File: src/rtl/fp_pkg.sv
// Shared constants and types for the pipelined float adder fp_add_pipe.
// The stage structs describe the default 8-bit exponent / 23-bit mantissa layout.
package fp_pkg;

   localparam int FP_EXP_W = 8;
   localparam int FP_MAN_W = 23;
   localparam int EXT_W    = FP_MAN_W + 4;
   localparam logic [FP_EXP_W-1:0] EXP_MAX = '1;

   typedef struct packed {
      logic                sign;
      logic [FP_EXP_W-1:0] expo;
      logic [FP_MAN_W-1:0] man;
   } fp_word_t;

   typedef struct packed {
      logic                sign;
      logic                effSub;
      logic [FP_EXP_W-1:0] expL;
      logic [FP_EXP_W-1:0] diff;
      logic [FP_MAN_W:0]   sigL;
      logic [FP_MAN_W:0]   sigS;
   } s1_t;

   typedef struct packed {
      logic                sign;
      logic                effSub;
      logic [FP_EXP_W-1:0] expL;
      logic [EXT_W-1:0]    sigL;
      logic [EXT_W-1:0]    sigS;
   } s2_t;

   typedef struct packed {
      logic                sign;
      logic [FP_EXP_W-1:0] expL;
      logic [EXT_W:0]      sum;
   } s3_t;

   typedef struct packed {
      fp_word_t result;
      logic     overflow;
      logic     zero;
   } s4_t;

endpackage

File: src/rtl/fp_add_pipe_lzc.sv
// Combinational leading-zero counter used by the S4 normaliser of fp_add_pipe.
// An all-zero input reports N.
module fp_lzc
   import fp_pkg::*;
#(
   parameter  int N  = EXT_W + 1,
   localparam int CW = $clog2(N + 1)
) (
   input  logic [N-1:0]  i_value,
   output logic [CW-1:0] o_count
);

   // Scanning upward lets the most significant set bit win.
   always_comb begin
      o_count = CW'(N);
      for (int i = 0; i < N; i++) begin
         if (i_value[i]) o_count = CW'(N - 1 - i);
      end
   end

endmodule

File: src/rtl/fp_add_pipe.sv
// Four-stage pipelined float adder/subtractor with valid/ready back-pressure.
// Define FP_ROUND_EN for round-to-nearest-even in S4; otherwise results truncate.
module fp_add_pipe
   import fp_pkg::*;
#(
   parameter  int EXP_W = FP_EXP_W,
   parameter  int MAN_W = FP_MAN_W,
   localparam int W     = 1 + EXP_W + MAN_W
) (
   input  logic         clk,
   input  logic         reset,
   input  logic         in_valid,
   output logic         in_ready,
   input  logic         op_sub,
   input  logic [W-1:0] a,
   input  logic [W-1:0] b,
   output logic         out_valid,
   input  logic         out_ready,
   output logic [W-1:0] result,
   output logic         overflow,
   output logic         zero,
   output logic [3:0]   stage_busy
);

   localparam int XW = MAN_W + 4;
   localparam int CW = $clog2(XW + 2);
   localparam logic [EXP_W:0] EMAX = {1'b0, {EXP_W{1'b1}}};

   typedef struct packed {
      logic             sign;
      logic             effSub;
      logic [EXP_W-1:0] expL;
      logic [EXP_W-1:0] diff;
      logic [MAN_W:0]   sigL;
      logic [MAN_W:0]   sigS;
   } st1_t;

   typedef struct packed {
      logic             sign;
      logic             effSub;
      logic [EXP_W-1:0] expL;
      logic [XW-1:0]    sigL;
      logic [XW-1:0]    sigS;
   } st2_t;

   typedef struct packed {
      logic             sign;
      logic [EXP_W-1:0] expL;
      logic [XW:0]      sum;
   } st3_t;

   logic r_v1, r_v2, r_v3, r_v4;
   st1_t r_s1, w_s1;
   st2_t r_s2, w_s2;
   st3_t r_s3, w_s3;
   logic [W-1:0] r_result, w_result;
   logic r_overflow, w_overflow, r_zero, w_zero;
   logic w_adv;

   assign w_adv      = ~r_v4 | out_ready;
   assign in_ready   = w_adv;
   assign out_valid  = r_v4;
   assign result     = r_result;
   assign overflow   = r_overflow;
   assign zero       = r_zero;
   assign stage_busy = {r_v4, r_v3, r_v2, r_v1};

   // S1: subnormals flush to zero; a magnitude tie keeps A as the larger operand.
   logic [EXP_W-1:0] w_expA, w_expB;
   logic [MAN_W:0]   w_sigA, w_sigB;
   logic             w_signB, w_aBig;

   assign w_expA  = a[W-2:MAN_W];
   assign w_expB  = b[W-2:MAN_W];
   assign w_sigA  = (w_expA == '0) ? '0 : {1'b1, a[MAN_W-1:0]};
   assign w_sigB  = (w_expB == '0) ? '0 : {1'b1, b[MAN_W-1:0]};
   assign w_signB = b[W-1] ^ op_sub;
   assign w_aBig  = a[W-2:0] >= b[W-2:0];

   always_comb begin
      w_s1.sign   = w_aBig ? a[W-1] : w_signB;
      w_s1.effSub = a[W-1] ^ w_signB;
      w_s1.expL   = w_aBig ? w_expA : w_expB;
      w_s1.diff   = w_aBig ? (w_expA - w_expB) : (w_expB - w_expA);
      w_s1.sigL   = w_aBig ? w_sigA : w_sigB;
      w_s1.sigS   = w_aBig ? w_sigB : w_sigA;
   end

   logic [XW-1:0] w_extS, w_shS;
   logic          w_lost;

   assign w_extS = {r_s1.sigS, 3'b000};
   assign w_shS  = w_extS >> r_s1.diff;

   // S2: everything shifted past the sticky position folds into it.
   always_comb begin
      w_lost = 1'b0;
      for (int i = 0; i < XW; i++) begin
         if (i < int'(r_s1.diff)) w_lost = w_lost | w_extS[i];
      end
      w_s2.sign   = r_s1.sign;
      w_s2.effSub = r_s1.effSub;
      w_s2.expL   = r_s1.expL;
      w_s2.sigL   = {r_s1.sigL, 3'b000};
      w_s2.sigS   = {w_shS[XW-1:1], w_shS[0] | w_lost};
   end

   always_comb begin
      w_s3.sign = r_s2.sign;
      w_s3.expL = r_s2.expL;
      if (r_s2.effSub) w_s3.sum = {1'b0, r_s2.sigL} - {1'b0, r_s2.sigS};
      else             w_s3.sum = {1'b0, r_s2.sigL} + {1'b0, r_s2.sigS};
   end

   logic [CW-1:0]    w_lzc, w_lz;
   logic             w_carry, w_roundUp, w_roll, w_isZero;
   logic [XW-1:0]    w_mant;
   logic [EXP_W:0]   w_expPre, w_expFin;
   logic [MAN_W:0]   w_manR;

   fp_lzc #(.N(XW + 1)) u_lzc (
      .i_value(r_s3.sum),
      .o_count(w_lzc)
   );

   assign w_carry = r_s3.sum[XW];
   assign w_lz    = w_lzc - CW'(1);

   // S4: exponents are one bit wider so carry/rounding past all-ones is visible.
   always_comb begin
      if (w_carry) begin
         w_mant   = {r_s3.sum[XW:2], r_s3.sum[1] | r_s3.sum[0]};
         w_expPre = {1'b0, r_s3.expL} + (EXP_W+1)'(1);
      end else begin
         w_mant   = XW'(r_s3.sum << w_lz);
         w_expPre = {1'b0, r_s3.expL} - (EXP_W+1)'(w_lz);
      end
   end

`ifdef FP_ROUND_EN
   assign w_roundUp = w_mant[2] & (w_mant[1] | w_mant[0] | w_mant[3]);
`else
   assign w_roundUp = 1'b0 & (|w_mant[2:0]);
`endif

   assign w_manR   = {1'b0, w_mant[XW-2:3]} + (MAN_W+1)'(w_roundUp);
   assign w_roll   = w_manR[MAN_W];
   assign w_expFin = w_expPre + (EXP_W+1)'(w_roll);
   assign w_isZero = ~w_mant[XW-1] | (~w_carry & (int'(w_lz) >= int'(r_s3.expL)));

   always_comb begin
      w_zero     = 1'b0;
      w_overflow = 1'b0;
      w_result   = {r_s3.sign, w_expFin[EXP_W-1:0], w_manR[MAN_W-1:0]};
      if (w_isZero) begin
         w_result = '0;
         w_zero   = 1'b1;
      end else if (w_expFin >= EMAX) begin
         w_result   = {r_s3.sign, {EXP_W{1'b1}}, {MAN_W{1'b0}}};
         w_overflow = 1'b1;
      end
   end

   // All stages advance or hold together; bubbles travel with the data.
   always_ff @(posedge clk) begin
      if (!reset) begin
         r_v1       <= 1'b0;
         r_v2       <= 1'b0;
         r_v3       <= 1'b0;
         r_v4       <= 1'b0;
         r_result   <= '0;
         r_overflow <= 1'b0;
         r_zero     <= 1'b0;
      end else if (w_adv) begin
         r_v1       <= in_valid;
         r_v2       <= r_v1;
         r_v3       <= r_v2;
         r_v4       <= r_v3;
         r_s1       <= w_s1;
         r_s2       <= w_s2;
         r_s3       <= w_s3;
         r_result   <= w_result;
         r_overflow <= w_overflow;
         r_zero     <= w_zero;
      end
   end

endmodule

File: config.mk
export PLATFORM = sky130hd
export DESIGN_NAME = fp_add_pipe
export DESIGN_NICKNAME = d
export VERILOG_FILES = /design/src/rtl/fp_pkg.sv /design/src/rtl/fp_add_pipe_lzc.sv /design/src/rtl/fp_add_pipe.sv
export SDC_FILE = /design/constraint.sdc
export NUM_CORES = 1
export LEC_CHECK = 0
export BUFFER_PORTS_ARGS = -buffer_cell sky130_fd_sc_hd__buf_2
export CAP_MARGIN = 20
export CORE_MARGIN = 2
export CORE_UTILIZATION = 60
export CTS_CLUSTER_DIAMETER = 150
export DETAILED_ROUTE_END_ITERATION = 12
export MAX_ROUTING_LAYER = met4
export PLACE_DENSITY_LB_ADDON = 0.25
export REMOVE_ABC_BUFFERS = 1
export SYNTH_ARGS = -nofsm -noshare
export SYNTH_HDL_FRONTEND = slang
export SYNTH_SLANG_ARGS = --single-unit
File: constraint.sdc
create_clock -name clk -period 13.16 [get_ports clk]
set_clock_uncertainty 0.1 [all_clocks]
set_input_delay 1.974 -clock clk [delete_from_list [all_inputs] [get_ports clk]]
set_output_delay 1.974 -clock clk [all_outputs]
set_load 0.005 [all_outputs]
Word-level counts from Yosys, hierarchy flattened
Index checks and enable logic that the tools add are counted.
W data, S select, Z words.
{ "totals": {"reg_bits": 202, "word_cells": 160} }
{ "op_classes": {"addsub": 7, "magnitude_cmp": 27, "n_shift": 2, "muxes": 67, "n_bitwise": 33, "n_reduce_logical": 3} }
{ "op_table": {"columns": ["op", "n"], "rows": [
  ["$mux W24", 4],
  ["$lt A5 B8 Y1 const A", 11],
  ["$mux W5", 16],
  ["$lt A4 B8 Y1 const A", 8],
  ["$lt A3 B8 Y1 const A", 4],
  ["$mux W32", 1],
  ["$mux W4", 8],
  ["$ge A31 B31 Y1", 1],
  ["$mux W31", 1],
  ["$add A27 B27 Y28", 1],
  ["$mux W1", 28],
  ["$mux W28", 1],
  ["$shl A28 B5 Y27", 1],
  ["$sub A27 B27 Y28", 1],
  ["$mux W27", 1],
  ["$or A1 B1 Y1", 27],
  ["$shr A27 B8 Y27", 1],
  ["$logic_not A8 Y1", 2],
  ["$mux W8", 2],
  ["$sub A8 B8 Y8", 2],
  ["$mux W3", 4],
  ["$add A8 B1 Y9 const B", 1],
  ["$ge A9 B8 Y1 const B", 1],
  ["$mux W9", 1],
  ["other kinds (8)", 11]
]} }

Logic depth before layout (Yosys ltp)
{ "depth": {"depth_word": 49, "depth_mapped": 26, "ltp_nobuf": 20} }

Hierarchy
Synthesis repeated with hierarchy kept, for this count alone.
{ "unflattened": {"hier_cells": 1639, "area_unflattened_um2": 14655.3} }
{ "modules_own_cells": {"columns": ["module", "instances", "cells_per_inst", "area_per_inst_um2", "seq_area_each_um2"], "rows": [
  ["fp_add_pipe", 1, 1579, 14318.7, 5685.5],
  ["fp_lzc", 1, 60, 336.6, 0.0]
]} }

Least setup slack after synthesis
OpenSTA, ideal clock, no wires.
{ "synth_timing": {"path_kind": "input-to-reg", "from": "input port out_ready", "to": "register r_result[18], in the netlist result[18]", "arrival_ns": 7.089, "required_ns": 12.964, "path_slack_ns": 5.876, "path_stages": 7, "path_buffers": 2, "path_cell_list": "nor2b_1 -> clkbuf_1 -> inv_1 -> and2_1 -> o21ai_2 -> buf_6 -> o41ai_2"} }
{ "synth_via": {"elab_chain_cells": 1} }
{ "synth_rtl": {"columns": ["item", "line", "text"], "rows": [
  ["from (decl)", "fp_add_pipe.sv:18", "input logic out_ready,"],
  ["$or A1 B1 Y1", "fp_add_pipe.sv:60", "assign w_adv = ~r_v4 | out_ready;"],
  ["net in_ready", "fp_add_pipe.sv:13", "output logic in_ready,"],
  ["to (signal assigned)", "fp_add_pipe.sv:182", "r_result <= w_result;"],
  ["to (decl)", "fp_add_pipe.sv:56", "logic [W-1:0] r_result, w_result;"]
]} }
The timed path passes the listed nets, and every way through them passes these cells.
A chain may end at the register's enable or synchronous reset.

Worst setup path in the final report
{ "layout_timing": {"from": "register r_s3[27] (netlist name)", "to": "register r_result[1], in the netlist result[1]"} }
{ "layout_via": {"elab_chain_cells": 7, "word_cells_on_any_way": 14, "cone_classes": "add/sub (2); order compare (2); shift (1); mux (5); bitwise (4)"} }
{ "layout_rtl": {"columns": ["item", "line", "text"], "rows": [
  ["from (decl)", "fp_add_pipe.sv:55", "st3_t r_s3, w_s3;"],
  ["from (signal assigned)", "fp_add_pipe.sv:181", "r_s3 <= w_s3;"],
  ["$mux W5", "fp_add_pipe_lzc.sv:17", "if (i_value[i]) o_count = CW'(N - 1 - i);"],
  ["$sub A5 B1 Y5", "fp_add_pipe.sv:127", "assign w_lz = w_lzc - CW'(1);"],
  ["$sub A8 B5 Y9 / $shl A28 B5 Y27 (equally long branches)", "fp_add_pipe.sv:136, fp_add_pipe.sv:135", null],
  ["$mux W9 / $mux W27 (equally long branches)", "fp_add_pipe.sv:131", "if (w_carry) begin"],
  ["$ge A9 B8 Y1 / $not A1 Y1 (equally long branches)", "fp_add_pipe.sv:158, fp_add_pipe.sv:149", null],
  ["$mux W31 / $or A1 B1 Y1 (equally long branches)", "fp_add_pipe.sv:158, fp_add_pipe.sv:149", null],
  ["$mux W32 (*)", "fp_add_pipe.sv:155", "if (w_isZero) begin"]
]} }
Mark *: on every way between the ends. The rest lies on a longest branch, timed or not.

==> results.json <==
{
  "p_sw_share_pct": 35.8,
  "yosysTopAreaCell": "edfxtp_1",
  "dpl.hpwl_um": 28000,
  "fp.dieArea_um2": 25900,
  "ys_types": 84,
  "worst_slew_pin_slew_ns": 1.05,
  "synth_fa_ha_area_share_pct": 8.62,
  "path_clk_slew_ns": 0.06,
  "synthTopCellsByArea": "edfxtp_1 33%, ha_1 7.9%, nand2_1 5.1%",
  "core-area_um2": 24200,
  "yosysSeqAreaShare_pct": 38.4,
  "drt-initial-drc-count": 1112,
  "seqPwrFrac_pct": 37.2,
  "finalHoldViolCount": 0,
  "yosys.area.top_type_share_pct": 33.3,
  "drv_slew": 0,
  "power_density_nw_per_um2": 145,
  "ys_async_sr_fraction_pct": 0,
  "r2r-start": "r_s3[27]",
  "grt_pass1_wl_um": 59900,
  "cts_tree": "built",
  "holdCritPathClass": "register to register",
  "ios": 109,
  "grt_max_degree": 125,
  "nets": 1865,
  "area_delta_synth_final_pct": 9.59,
  "clockBufferDepth": 3,
  "synthXorXnorAreaFrac_pct": 2.36,
  "ys.flop_type": "edfxtp_1",
  "yosysMostFrequentCell": "nand2_1",
  "fmax_ghz": 0.163,
  "io_buffer_count": 108,
  "cts_buffers": 22,
  "combPwrFrac_pct": 36.3,
  "arrival_ns": 6.43,
  "rsz0062_at_grt": "no",
  "drive_gt1_share_pct": 12.5,
  "post_cts_buffers": 0,
  "grt_usage_pct": 29.2,
  "synthSimpleGateAreaFrac_pct": 17.3,
  "r2r_cells": 18,
  "row_count": 57,
  "synth-compound-area-share_pct": 21.0,
  "antenna_found_initial": 1,
  "synth_top_family_by_area": "compound AO/OA/AOI/OAI gates",
  "r2r_setup_slack_ns": 7.04,
  "initial_core_util_pct": 61.0,
  "syn-instance-count": 1656,
  "p_leak_nw": 6.69,
  "htreeDepth": 1,
  "worst_ep_required_time_ns": 13.46,
  "cts_resized": 0,
  "utilization_pct": 66.9,
  "cap_viol_max_count": 0,
  "r2r-end": "result[1]",
  "grt.overflow.total": 0,
  "die_width_um": 161,
  "clk_latency_ns": 0.51,
  "irDropWorstVdd_uv": 91.7,
  "crit_end": "result[1]",
  "startpoint": "r_s3[27]",
  "p_sw_mw": 0.841,
  "vias": 12700,
  "synthTopCellsByCount": "203 x nand2_1, 164 x edfxtp_1, 130 x nor2_1",
  "place_congestion": 0.989,
  "die_h_um": 161,
  "status": "complete, no violations",
  "clock-sinks": 202,
  "wl_um": 37300,
  "synth_edf_count": 164,
  "slew_headroom_pct": 29.7,
  "firstDrtPassIters": 6,
  "wl_per_cell_um": 18.3,
  "synth_mux_area_share_pct": 6.51,
  "path_max_fanout": 46,
  "syn_avg_cell_area_um2": 8.94,
  "tns_ns": 0,
  "post_drt_via_cell_ratio": 6.21,
  "startpoint_type": "register",
  "cp-end-kind": "register",
  "cts_hold_buf": 0,
  "crit_type": "register to register",
  "ant_nets": 0,
  "drc": 0,
  "syn_area_um2": 14800,
  "period_minus_slack_ns": 6.12,
  "clockRootBuffer": "clkbuf_16",
  "clock_power_share_pct": 26.4,
  "setup_viol": 0,
  "ys_ff_latch": 202,
  "grt_pass1_vias": 11500,
  "yosys_warnings": 0,
  "fin_crit_sh_pct": 46.5,
  "p_int_mw": 1.51
}
layer usage:
metal  up-vias  routed length (µm)  GRT usage, %
met1      5944               16300          38.5
li1       6179                   -             -
met2       451               17900          48.0
met5         -                   0             -
met3        84                1950          2.95
met4         0                1140          8.85
critical path: stages (launching register included):
cell,delay [ns]
edfxtp_1,0.35
buf_4,0.28
or4_4,0.63
or2_1,0.31
o21ai_4,0.28
inv_6,0.15
ha_1,0.28
xor2_2,0.18
buf_4,0.22
inv_2,0.43
ha_1,0.38
nor2b_1,0.16
o21ai_0,0.18
nand2b_1,0.12
a2111o_1,0.45
o31ai_1,0.56
a31o_2,0.56
inv_1,0.11
a41o_1,0.24
through the flow:
step	total power [mW]	area [µm²]	setup slack [ns]	hold WS (ns)	cells
global placement	1.71	15400	6.90	0.300	1995
CTS	2.34	16200	6.72	0.316	2035
floorplan	1.46	14400	4.98	0.300	1547
global route	2.48	16200	6.65	0.311	2039
detailed placement	1.72	15400	6.76	0.305	1995
finish	2.35	16200	7.04	0.314	2039
sequential cells by signal, indices dropped and copies added (netlist names):
name       cells
overflow       1
r_v2           1
r_s1          66
r_s2          61
zero           1
result        32
r_v1           1
r_s3          37
r_v3           1
out_valid      1
worst min-delay path by stage:
stage	cells past startpoint	endpoint	from	slack, ns
2_1_floorplan	0	r_s2[30]	r_s1[24]	0.30
3_3_place_gp	0	r_s3[32]	r_s2[58]	0.30
3_5_place_dp	0	r_s2[54]	r_s1[56]	0.30
4_1_cts	0	r_s3[33]	r_s2[59]	0.32
5_1_grt	0	r_s2[45]	r_s1[39]	0.31
6_report	0	r_s2[45]	r_s1[39]	0.31
layout by cell type (no fill, tap or decap), types with 15 or more instances in the layout:
cell | synthesis | routed
nand2_1 | 203 | 202
edfxtp_1 | 164 | 164
nor2_1 | 130 | 130
o21ai_0 | 121 | 121
buf_2 | 8 | 108
inv_1 | 106 | 106
a21oi_1 | 96 | 96
ha_1 | 94 | 94
nand3_1 | 69 | 69
mux2i_1 | 40 | 40
dfxtp_1 | 38 | 38
nor3_1 | 31 | 31
o31ai_1 | 29 | 29
xnor2_1 | 26 | 26
nor2b_1 | 25 | 25
a21o_1 | 23 | 23
a211oi_1 | 23 | 23
clkbuf_16 | 0 | 22
mux4_2 | 18 | 18
o211ai_1 | 17 | 17
nor4_1 | 16 | 16
buf_4 | 4 | 16
nand4_1 | 15 | 15
o21bai_1 | 15 | 15
cell families (layout without fill, tap and decap cells):
kind of cell	count (synthesis)	after routing
muxes	72	72
other	0	1
AOI/OAI and AO/OA	470	470
DFF	202	202
adders and majority gates	100	100
and+or+nand+nor	554	554
buffers and inverters	219	277
xor gates and xnor gates	39	39
power by group through the flow:
stage	Clock [mW]	Combinational, mW	Sequential [mW]
global placement	0	0.828	0.883
detailed placement	0	0.833	0.886
CTS	0.632	0.837	0.872
finish	0.621	0.854	0.875
global route	0.660	0.933	0.884
floorplan	0	0.580	0.875
area by class of cell:
type,count,area [µm²]
antenna,1,2.50
clock buffer,28,593
clock inverter,12,144
fill,2043,8030
inverter,110,418
multi-input combinational,1235,8270
sequential,202,5690
tap,324,405
timing repair buffer,127,707
Note: power is estimated with default switching activity, not from simulation.
